===== src/rtl/uart_tx_fifo_pkg.sv =====
// -----------------------------------------------------------------------------
// uart_tx_fifo_pkg
//   Shared definitions for the buffered 8N1 UART transmitter. It holds the FSM
//   state encoding, the default bit period and FIFO depth, and the frame shape
//   constants (data bits and stop bits).
//   Ports: none (package).
// -----------------------------------------------------------------------------
package uart_tx_fifo_pkg;

  // Transmit FSM states. The encodings are fixed so that logic analyser and
  // debug tooling can decode the state register directly.
  typedef enum logic [1:0] {
    IDLE  = 2'd0,
    START = 2'd1,
    DATA  = 2'd2,
    STOP  = 2'd3
  } tx_state_e;

  // 50 MHz system clock at 115200 baud.
  localparam int DEFAULT_CLKS_PER_BIT = 434;
  localparam int DEFAULT_FIFO_DEPTH   = 8;

  // Frame shape: 8 data bits, no parity, 1 stop bit.
  localparam int DATA_BITS = 8;
  localparam int STOP_BITS = 1;

endpackage : uart_tx_fifo_pkg


===== src/rtl/uart_tx_fifo_sync_fifo.sv =====
// -----------------------------------------------------------------------------
// sync_fifo
//   Single-clock FIFO with first-word fall-through read data. A write is taken
//   when the FIFO is not full, or when it is full and a read happens in the
//   same cycle. Reads of an empty FIFO are ignored. Both pointers wrap modulo
//   DEPTH, which must be a power of two.
//   Ports:
//     clk     in   clock, rising edge
//     rst     in   synchronous active-high reset (empties the FIFO)
//     wr_en   in   write strobe
//     wr_data in   WIDTH-bit write data
//     rd_en   in   read (pop) strobe
//     rd_data out  WIDTH-bit data at the head of the FIFO
//     full    out  count == DEPTH
//     empty   out  count == 0
//     count   out  number of stored entries, $clog2(DEPTH)+1 bits
// -----------------------------------------------------------------------------
module sync_fifo #(
  parameter int WIDTH = 8,
  parameter int DEPTH = 8
) (
  input  logic                     clk,
  input  logic                     rst,
  input  logic                     wr_en,
  input  logic [WIDTH-1:0]         wr_data,
  input  logic                     rd_en,
  output logic [WIDTH-1:0]         rd_data,
  output logic                     full,
  output logic                     empty,
  output logic [$clog2(DEPTH):0]   count
);

  localparam int AW = $clog2(DEPTH);
  localparam int CW = AW + 1;

  logic [WIDTH-1:0] mem [DEPTH];
  logic [AW-1:0]    wr_ptr;
  logic [AW-1:0]    rd_ptr;
  logic             do_wr;
  logic             do_rd;

  assign full  = (count == CW'(DEPTH));
  assign empty = (count == '0);

  // A full FIFO can still accept a write when the head leaves in the same cycle.
  assign do_rd = rd_en && !empty;
  assign do_wr = wr_en && (!full || do_rd);

  assign rd_data = mem[rd_ptr];

  // NOTE: sequential state is written with non-blocking assignments so every
  // flop samples the pre-edge values, independent of statement order.
  always_ff @(posedge clk) begin
    if (rst) begin
      wr_ptr <= '0;
      rd_ptr <= '0;
      count  <= '0;
    end else begin
      if (do_wr) wr_ptr <= wr_ptr + 1'b1;
      if (do_rd) rd_ptr <= rd_ptr + 1'b1;
      case ({do_wr, do_rd})
        2'b10:   count <= count + 1'b1;
        2'b01:   count <= count - 1'b1;
        default: ;
      endcase
    end
  end

  // NOTE: the storage array has no reset; entries are only ever read after
  // being written, so clearing them would add reset fan-out for nothing.
  always_ff @(posedge clk) begin
    if (do_wr) mem[wr_ptr] <= wr_data;
  end

endmodule : sync_fifo


===== src/rtl/uart_tx_fifo.sv =====
// -----------------------------------------------------------------------------
// uart_tx_fifo
//   Buffered 8N1 UART transmitter. Bytes strobed in on TX_En_Sig are queued
//   in a FIFO and sent LSB first on TX_Pin_Out, CLKS_PER_BIT clocks per bit.
//   Ports:
//     CLK          in   system clock, rising edge
//     RST          in   synchronous active-high reset, aborts any frame
//     TX_En_Sig    in   write strobe for TX_Data
//     TX_Data      in   byte to enqueue (ignored while TX_En_Sig=0)
//     TX_Ready     out  FIFO has a free slot
//     TX_Busy      out  a frame is in progress or bytes are waiting
//     TX_Done_Sig  out  one-cycle pulse on the last cycle of each stop bit
//     TX_Overflow  out  sticky: a write was dropped since the last reset
//     TX_Pin_Out   out  registered serial line, idle high
// -----------------------------------------------------------------------------
module uart_tx_fifo
  import uart_tx_fifo_pkg::*;
#(
  parameter int CLKS_PER_BIT = DEFAULT_CLKS_PER_BIT,
  parameter int FIFO_DEPTH   = DEFAULT_FIFO_DEPTH
) (
  input  logic       CLK,
  input  logic       RST,
  input  logic       TX_En_Sig,
  input  logic [7:0] TX_Data,
  output logic       TX_Ready,
  output logic       TX_Busy,
  output logic       TX_Done_Sig,
  output logic       TX_Overflow,
  output logic       TX_Pin_Out
);

  localparam int BW  = $clog2(CLKS_PER_BIT);
  localparam int CW  = $clog2(FIFO_DEPTH) + 1;
  localparam int BIW = $clog2(DATA_BITS);

  localparam logic [BW-1:0]  BAUD_LAST = BW'(CLKS_PER_BIT - 1);
  localparam logic [BIW-1:0] LAST_DATA = BIW'(DATA_BITS - 1);
  localparam logic [BIW-1:0] LAST_STOP = BIW'(STOP_BITS - 1);

  tx_state_e       state;
  tx_state_e       state_next;
  logic [BW-1:0]   baud;
  logic [BIW-1:0]  bit_idx;
  logic [7:0]      shift;
  logic            line_q;
  logic            line_next;
  logic            overflow_q;
  logic            baud_last;
  logic            pop;
  logic            drop;

  logic [7:0]      fifo_data;
  logic            fifo_full;
  logic            fifo_empty;
  logic [CW-1:0]   fifo_count;

  sync_fifo #(
    .WIDTH (8),
    .DEPTH (FIFO_DEPTH)
  ) u_fifo (
    .clk     (CLK),
    .rst     (RST),
    .wr_en   (TX_En_Sig),
    .wr_data (TX_Data),
    .rd_en   (pop),
    .rd_data (fifo_data),
    .full    (fifo_full),
    .empty   (fifo_empty),
    .count   (fifo_count)
  );

  assign baud_last = (baud == BAUD_LAST);

  // A write is lost only when the FIFO is full and no byte leaves this cycle.
  assign drop = TX_En_Sig && fifo_full && !pop;

  // ---------------------------------------------------------------------------
  // FSM: state register
  // ---------------------------------------------------------------------------
  always_ff @(posedge CLK) begin
    if (RST) state <= IDLE;
    else     state <= state_next;
  end

  // ---------------------------------------------------------------------------
  // FSM: next-state logic
  // ---------------------------------------------------------------------------
  // NOTE: every combinational output gets a default before the case so that no
  // path leaves it unassigned, which would otherwise infer a latch.
  always_comb begin
    state_next = state;
    case (state)
      IDLE:    if (!fifo_empty) state_next = START;
      START:   if (baud_last) state_next = DATA;
      DATA:    if (baud_last && bit_idx == LAST_DATA) state_next = STOP;
      STOP:    if (baud_last && bit_idx == LAST_STOP) state_next = IDLE;
      default: state_next = IDLE;
    endcase
  end

  // ---------------------------------------------------------------------------
  // FSM: outputs. line_next feeds the line register, so the pin trails the
  // state by one clock; every bit still lasts exactly CLKS_PER_BIT cycles.
  // ---------------------------------------------------------------------------
  always_comb begin
    pop         = 1'b0;
    line_next   = 1'b1;
    TX_Done_Sig = 1'b0;
    case (state)
      IDLE:    pop = !fifo_empty;
      START:   line_next = 1'b0;
      DATA:    line_next = shift[0];
      STOP:    TX_Done_Sig = baud_last && (bit_idx == LAST_STOP);
      default: ;
    endcase
  end

  // ---------------------------------------------------------------------------
  // Datapath: baud counter, bit counter, shift register, line, overflow flag
  // ---------------------------------------------------------------------------
  always_ff @(posedge CLK) begin
    if (RST) begin
      baud       <= '0;
      bit_idx    <= '0;
      shift      <= '0;
      line_q     <= 1'b1;
      overflow_q <= 1'b0;
    end else begin
      // Held at zero in IDLE so each frame starts with a full-length start bit;
      // every other state change coincides with baud_last.
      if (state == IDLE || baud_last) baud <= '0;
      else                            baud <= baud + 1'b1;

      if (state_next != state) bit_idx <= '0;
      else if (baud_last)      bit_idx <= bit_idx + 1'b1;

      if (pop)                            shift <= fifo_data;
      else if (state == DATA && baud_last) shift <= shift >> 1;

      line_q <= line_next;

      if (drop) overflow_q <= 1'b1;
    end
  end

  assign TX_Pin_Out  = line_q;
  assign TX_Overflow = overflow_q;
  assign TX_Ready    = (fifo_count < CW'(FIFO_DEPTH));
  assign TX_Busy     = (state != IDLE) || !fifo_empty;

endmodule : uart_tx_fifo


===== config.mk =====
export PLATFORM = sky130hd
export DESIGN_NAME = uart_tx_fifo
export DESIGN_NICKNAME = d
export VERILOG_FILES = /design/src/rtl/uart_tx_fifo_pkg.sv /design/src/rtl/uart_tx_fifo_sync_fifo.sv /design/src/rtl/uart_tx_fifo.sv
export SDC_FILE = /design/constraint.sdc
export NUM_CORES = 1
export LEC_CHECK = 0
export ABC_AREA = 1
export CAP_MARGIN = 5
export CORE_UTILIZATION = 60
export DETAILED_ROUTE_END_ITERATION = 10
export GPL_TIMING_DRIVEN = 0
export PLACE_DENSITY = 0.8
export SKIP_LAST_GASP = 1
export SLEW_MARGIN = 5
export SYNTH_ARGS = -nofsm -noshare
export SYNTH_HDL_FRONTEND = slang
export SYNTH_SLANG_ARGS = --single-unit

===== constraint.sdc =====
create_clock -name CLK -period 2.9 [get_ports CLK]
set_input_delay 0.87 -clock CLK [delete_from_list [all_inputs] [get_ports CLK]]
set_output_delay 0.87 -clock CLK [all_outputs]
set_load 0.01 [all_outputs]

-- After elaboration in Yosys (flattened, before gate mapping)
Memory sizes are Yosys's and may differ from the RTL's. A register that Yosys moved wholly into a read port is not among the register bits.
Cells that the tools add are included.
- div/mod/pow operators: 0
- muxes and demuxes: 15
- $mul: 0
- $lt $le $gt $ge: 1
- $add $sub $neg: 6
- equality and inequality tests: 9
- reductions and logical operators: 21
- bitwise logic cells: 0
- shifts and indexed selects: 0
- operator list (operator ; count):
    $mux 8 ; 2
    $add 3x1->3 const B ; 3
    $add 9x1->9 const B ; 1
    $eq 9x9->1 const B ; 1
    $mux 2 ; 4
    $pmux 2 s4 ; 1
    $pmux 4 s2 ; 1
    $logic_and 1x1->1 ; 7
    $eq 2x2->1 const B ; 3
    $mux 3 ; 2
    $reduce_bool 2->1 ; 3
    $add 4x1->4 const B ; 1
    $eq 2x1->1 const B ; 2
    $eq 4x4->1 const B ; 1
    $logic_not 4->1 ; 1
    $lt 4x4->1 const B ; 1
    $mux 1 ; 4
    $reduce_or 2->1 ; 2
    $sub 4x1->4 const B ; 1
    $eq 3x3->1 const B ; 1
    $logic_not 1->1 ; 3
    $logic_not 3->1 ; 1
    $logic_or 1x1->1 ; 3
    $logic_not 2->1 ; 1
    2 further kinds ; 2
- input bits: 11
- memories: 1
- memory bits (writable): 64
- bits in read-only memories: 0
- latch bits: 0
- output and inout bits: 5
- logic and storage cells: 62
- bits in registers: 34
- memory list (name ; words ; bits a word ; read ports ; clocked after memory_dff ; wr ports ; line ; RTL):
    u_fifo.mem ; 8 ; 8 ; 1 ; 1 ; 1 ; uart_tx_fifo_sync_fifo.sv:36 ; logic [WIDTH-1:0] mem [DEPTH];

-- Logic depth before layout (Yosys ltp)
- depth in word-level cells: 8
- mapped depth: 15
- gate-level depth less buffers: 14

-- By module
From an unflattened synthesis, not the netlist that was laid out.
- cell total of the unflattened synthesis: 426
- area total of the unflattened synthesis: 4495.6 sq um
- modules (own cells, without submodules) (module ; cells each ; area each (sq um) ; instances ; seq. area each (sq um)):
    sync_fifo ; 260 ; 3204.3 ; 1 ; 2182.1
    uart_tx_fifo ; 166 ; 1291.2 ; 1 ; 480.5

-- Worst setup path before layout
No wires, ideal clock.
- path kind: input-to-reg
- start point: input TX_En_Sig
- end point: register u_fifo.count[3]
- arrival time: 1.961 ns
- setup time: 0.116 ns
- stages: 11
- data required time: 2.784 ns
- path buffers: 0
- slack: 0.823 ns
- cells stage by stage: nand2_2 > ha_1 > ha_1 > nand2_1 > inv_1 > o21ai_0 > nand2_1 > nand2_1 > nand2_1 > nand2_1 > a21oi_1
- cells in the longest elaborated chain, start to end: 3
- elaborated cells on any way between the ends: 5
- classes of those cells: eq/ne: 2; mux: 1; reduce/logical: 2
- ends and longest elaborated chain (what ; line ; RTL):
    start, declared ; uart_tx_fifo.sv:24 ; input logic TX_En_Sig,
    $logic_and 1x1->1 (*) ; uart_tx_fifo_sync_fifo.sv:47 ; assign do_wr = wr_en && (!full || do_rd);
    $eq 2x1->1 or $eq 2x2->1 (tied branches) ; uart_tx_fifo_sync_fifo.sv:61 ; case ({do_wr, do_rd})
    $pmux 4 s2 or $reduce_bool 2->1 (tied branches) ; -- ;
    end signal, assigned ; uart_tx_fifo_sync_fifo.sv:62 ; 2'b10: count <= count + 1'b1;
    end signal, assigned ; uart_tx_fifo_sync_fifo.sv:63 ; 2'b01: count <= count - 1'b1;
    end, declared ; uart_tx_fifo_sync_fifo.sv:30 ; output logic [$clog2(DEPTH):0] count
Mark *: on every way between the ends. The rest lies on a longest branch, timed or not.
A chain may end at the register's enable or synchronous reset.

-- Worst setup path after layout
- start point: input TX_En_Sig
- end point: memory u_fifo.mem[2][6] (enable)
- cells in the longest elaborated chain, start to end: 3
- ends and longest elaborated chain (what ; line ; RTL):
    $logic_and 1x1->1 ; uart_tx_fifo_sync_fifo.sv:47 ;
    $mux 1 ; uart_tx_fifo_sync_fifo.sv:72 ; if (do_wr) mem[wr_ptr] <= wr_data;
    $mux 1 (not written as such) ; uart_tx_fifo_sync_fifo.sv:72 ;
    end, declared ; uart_tx_fifo_sync_fifo.sv:36 ;
Every way passes these cells.

==> metrics <==
most frequently used flop master after synthesis=sky130_fd_sc_hd__edfxtp_1; startpoint of the most critical setup path=TX_En_Sig; startpoint-to-endpoint class of the critical path=in2reg; worst hold slack across all endpoints=0.457 ns; P_int=0.00243 W; endpoint type of the worst setup path=register; share of synthesized cell area in and, or, nand and nor gates=0.153; post-route fraction of the period consumed by the critical path=0.900; final layout net count=450; utilization of the core after routing=0.693; EDFF count, synth=64; highest net fanout along the worst path=8; gp weighted congestion=between 0.8 and 0.9; arrival time at the worst endpoint=2.60 ns; multiplexer share of the synthesized area=0; postcts setup bufs=0; number of nets produced by synthesis=about 420; metal1 wirelength=approximately 3.3 mm; die width=approximately 86 µm; aggregate routed wire length=around 8.2 mm; overall overflow remaining after global route=0; multi-input gate area in the final layout=roughly 1400 µm²; Commonest cells post-synth=sky130_fd_sc_hd__nor2_1, sky130_fd_sc_hd__edfxtp_1, sky130_fd_sc_hd__dfxtp_1, sky130_fd_sc_hd__o21ai_0, sky130_fd_sc_hd__inv_1; initial detailed-routing violation count=around 240; Worst path slowest cell=sky130_fd_sc_hd__nor3_1; antenna violations before repair=0; amount of wire on met2 after detailed routing=approximately 4 mm; Post-Route Skew=around 0.0095 ns; Yosys top cell area share=0.451; most used standard cell by instance count after synthesis=sky130_fd_sc_hd__nor2_1; synthesized instance count=about 400; count of antenna-violating nets left after detailed routing=0; final critical-path required period=between 2 and 3 ns; total number of vias=around 2,900; ports placed on the boundary=16; Port Buffer Count=15; async set-or-reset flop fraction in the synthesized netlist=0; total count of hold-check failures in the final report=0; max capacitance violation total=0; fillcell total=between 500 and 600; post-synthesis register bit count=101; detailed-routed wire length on met3=a little under 700 µm; dominant cell type by area after synthesis=sky130_fd_sc_hd__edfxtp_1; Post-DP HPWL=~5.5 mm; data required time of the critical path=slightly below 3 ns; sequence of cells on the critical path=clkdlybuf4s50_1 -> nand2_2 -> nor3_1; Floorplan Core Area=slightly below 7000 µm²; TritonCTS Buffers=9; post-synthesis cell type count=33; average wire per cell in the routed design=15.4 µm; dominant combinational cell family by area after synthesis=simple AND/OR/NAND/NOR gates; power dissipated by switching net loads=between 0.001 and 0.0015 W; number of max-slew violations in the final report=0; first-pass GRT wire length=around 13 mm; Syn. warnings=0; type of the tightest min-delay check=reg2reg; first-pass iteration count of the detailed router=5; floorplan row count=30; fraction of power consumed by the clock network=0.219; Combinational Power Share=0.326; number of global-route vias before repair=around 2,800; setup violation total in the final timing report=0; switching share of power=0.367; sinks on the clock net=roughly 100; reg-to-reg startpoint=state[0]$_SDFF_PP0_; clock-pin slew on the worst setup and hold paths=around 0.10 ns; worst-case vdd ir drop=between 0.4 and 0.5 mV; share of the yosys chip area belonging to registers=0.624; leak pwr=~1.7 nW; Die Footprint=7450 µm²; synth top area cells=sky130_fd_sc_hd__edfxtp_1, sky130_fd_sc_hd__dfxtp_1, sky130_fd_sc_hd__nor2_1; min-delay src=u_fifo.rd_ptr[2]$_SDFFE_PP0P_; xor/xnor share of the synthesized area=0.0103; GRT Resource Usage Total=0.240; H-tree depth=3; Max clock buf depth=2; status=completed; transition time at the pin with the least slew margin=1.30 ns; Startpoint Class=input pin; part of the total power dissipated in sequential elements=0.456; Avg Cell Area, Syn=roughly 11 µm²; unrepaired setup endpoints after global routing=false; total standard cell area after synthesis=4260 µm²; clk_lat worst skew=0.37 ns; relative slew slack=0.128; highest signal layer in the routed design=met4; fmax=approximately 380 MHz; delay contributed by the slowest stage of the critical path=~1.0 ns; largest net degree at the start of global routing=20; Avg Vias per Cell=5.57; complex-gate fraction of the synthesized area=0.131; root buffer cell=sky130_fd_sc_hd__clkbuf_8; setup_tns=0 ns; vertical die dimension=approximately 86 µm; initial cell density of the core=0.624; remaining design rule violation count=0; Synth Area in Adders=0.0340; power per unit of standard cell area=812 nW/µm²; Syn-to-layout area delta=11.0%; ratio of cells with drive above 1 in the final layout=0.129; Sequential Area=~2700 µm²; ant diodes=0; clock tree from TritonCTS=built
## power groups by stage
stage,logic (W),registers [W],clock network [W]
after floorplan,0.000893,0.00177,0
after global placement,0.00119,0.00178,0
after detailed placement,0.00123,0.00178,0
after CTS,0.00124,0.00175,0.000864
after global routing,0.00138,0.00177,0.000909
final,0.00125,0.00175,0.000840
## sequential cells by signal, indices dropped and copies added, names as in the netlist, named ones only
signal and flops:
u_fifo.mem 64, baud 9, shift 8, u_fifo.count 4, bit_idx 3, u_fifo.rd_ptr 3, u_fifo.wr_ptr 3, state 2
TX_Overflow 1, TX_Pin_Out 1
## stage by stage
step                      total power (W)  instance area, µm²  instances  worst slack [ns]
after floorplan                   0.00266                4260        401             0.823
after detailed placement          0.00302                4530        512            -0.184
after global placement            0.00297                4530        512            -0.110
after global routing              0.00406                4730        529             0.139
final                             0.00384                4730        529             0.289
after CTS                         0.00385                4720        528             0.217
## repair_timing
| item | in CTS | in global routing |
|---|---|---|
| endpoints found under the setup margin | 1 | 0 |
| hold buffers | 0 | 0 |
| resized for setup | 1 | 0 |
## critical path: cells and delay by family
kind,cells,cell delay [ns]
buf+inv,1,0.56
simple gates,2,1.16
## area by class of cell
class / instances / share of cell area
buffer: 14 / 0.0151
clock buffer: 9 / 0.0262
clock inverter: 7 / 0.0143
inverter: 33 / 0.0272
multi-input combinational: 253 / 0.297
sequential: 101 / 0.562
tap: 96 / 0.0254
timing repair buffer: 16 / 0.0325
## logic make-up (layout without fill, tap and decap cells)
logic type | count (synthesis) | in the layout
simple gates | 139 | 139
buf+inv | 47 | 79
compound gates | 98 | 98
fa+ha+maj | 11 | 11
flops | 101 | 101
xor+xnor | 5 | 5
## layer usage
metal / vias up / GRT usage
li1: 1456 / -
met1: 1355 / 0.283
met2: 113 / 0.399
met3: 20 / 0.0610
met4: 0 / 0.139
met5: - / 0
## worst paths after layout
path / endpoint / slack, ns / cells past startpoint
worst max register to register: u_fifo.mem[2][6]$_DFFE_PP_ / 0.61 / 5
worst min register to register: register / 0.46 / 1
worst max-delay path: u_fifo.mem[2][6]$_DFFE_PP_ / 0.29 / 3
worst min-delay path: register / 0.46 / 1
## cells in the final DEF (no fill, tap or decap), drive strengths merged, types with 2 or more instances in the layout
| master | netlist | routed |
|---|---|---|
| o211ai | 16 | 16 |
| nor3b | 3 | 3 |
| nor2 | 73 | 73 |
| buf | 11 | 12 |
| nand3 | 19 | 19 |
| xnor2 | 2 | 2 |
| clkbuf | 3 | 12 |
| o21ai | 59 | 59 |
| xor2 | 3 | 3 |
| nand2 | 32 | 32 |
| dfxtp | 37 | 37 |
| nor3 | 6 | 6 |
| inv | 32 | 35 |
| a21oi | 20 | 20 |
| clkdlybuf4s50 | 0 | 14 |
| clkinv | 1 | 5 |
| edfxtp | 64 | 64 |
| o21a | 2 | 2 |
| ha | 10 | 10 |
| nand4 | 4 | 4 |
Note: power is estimated with default switching activity, not from simulation.
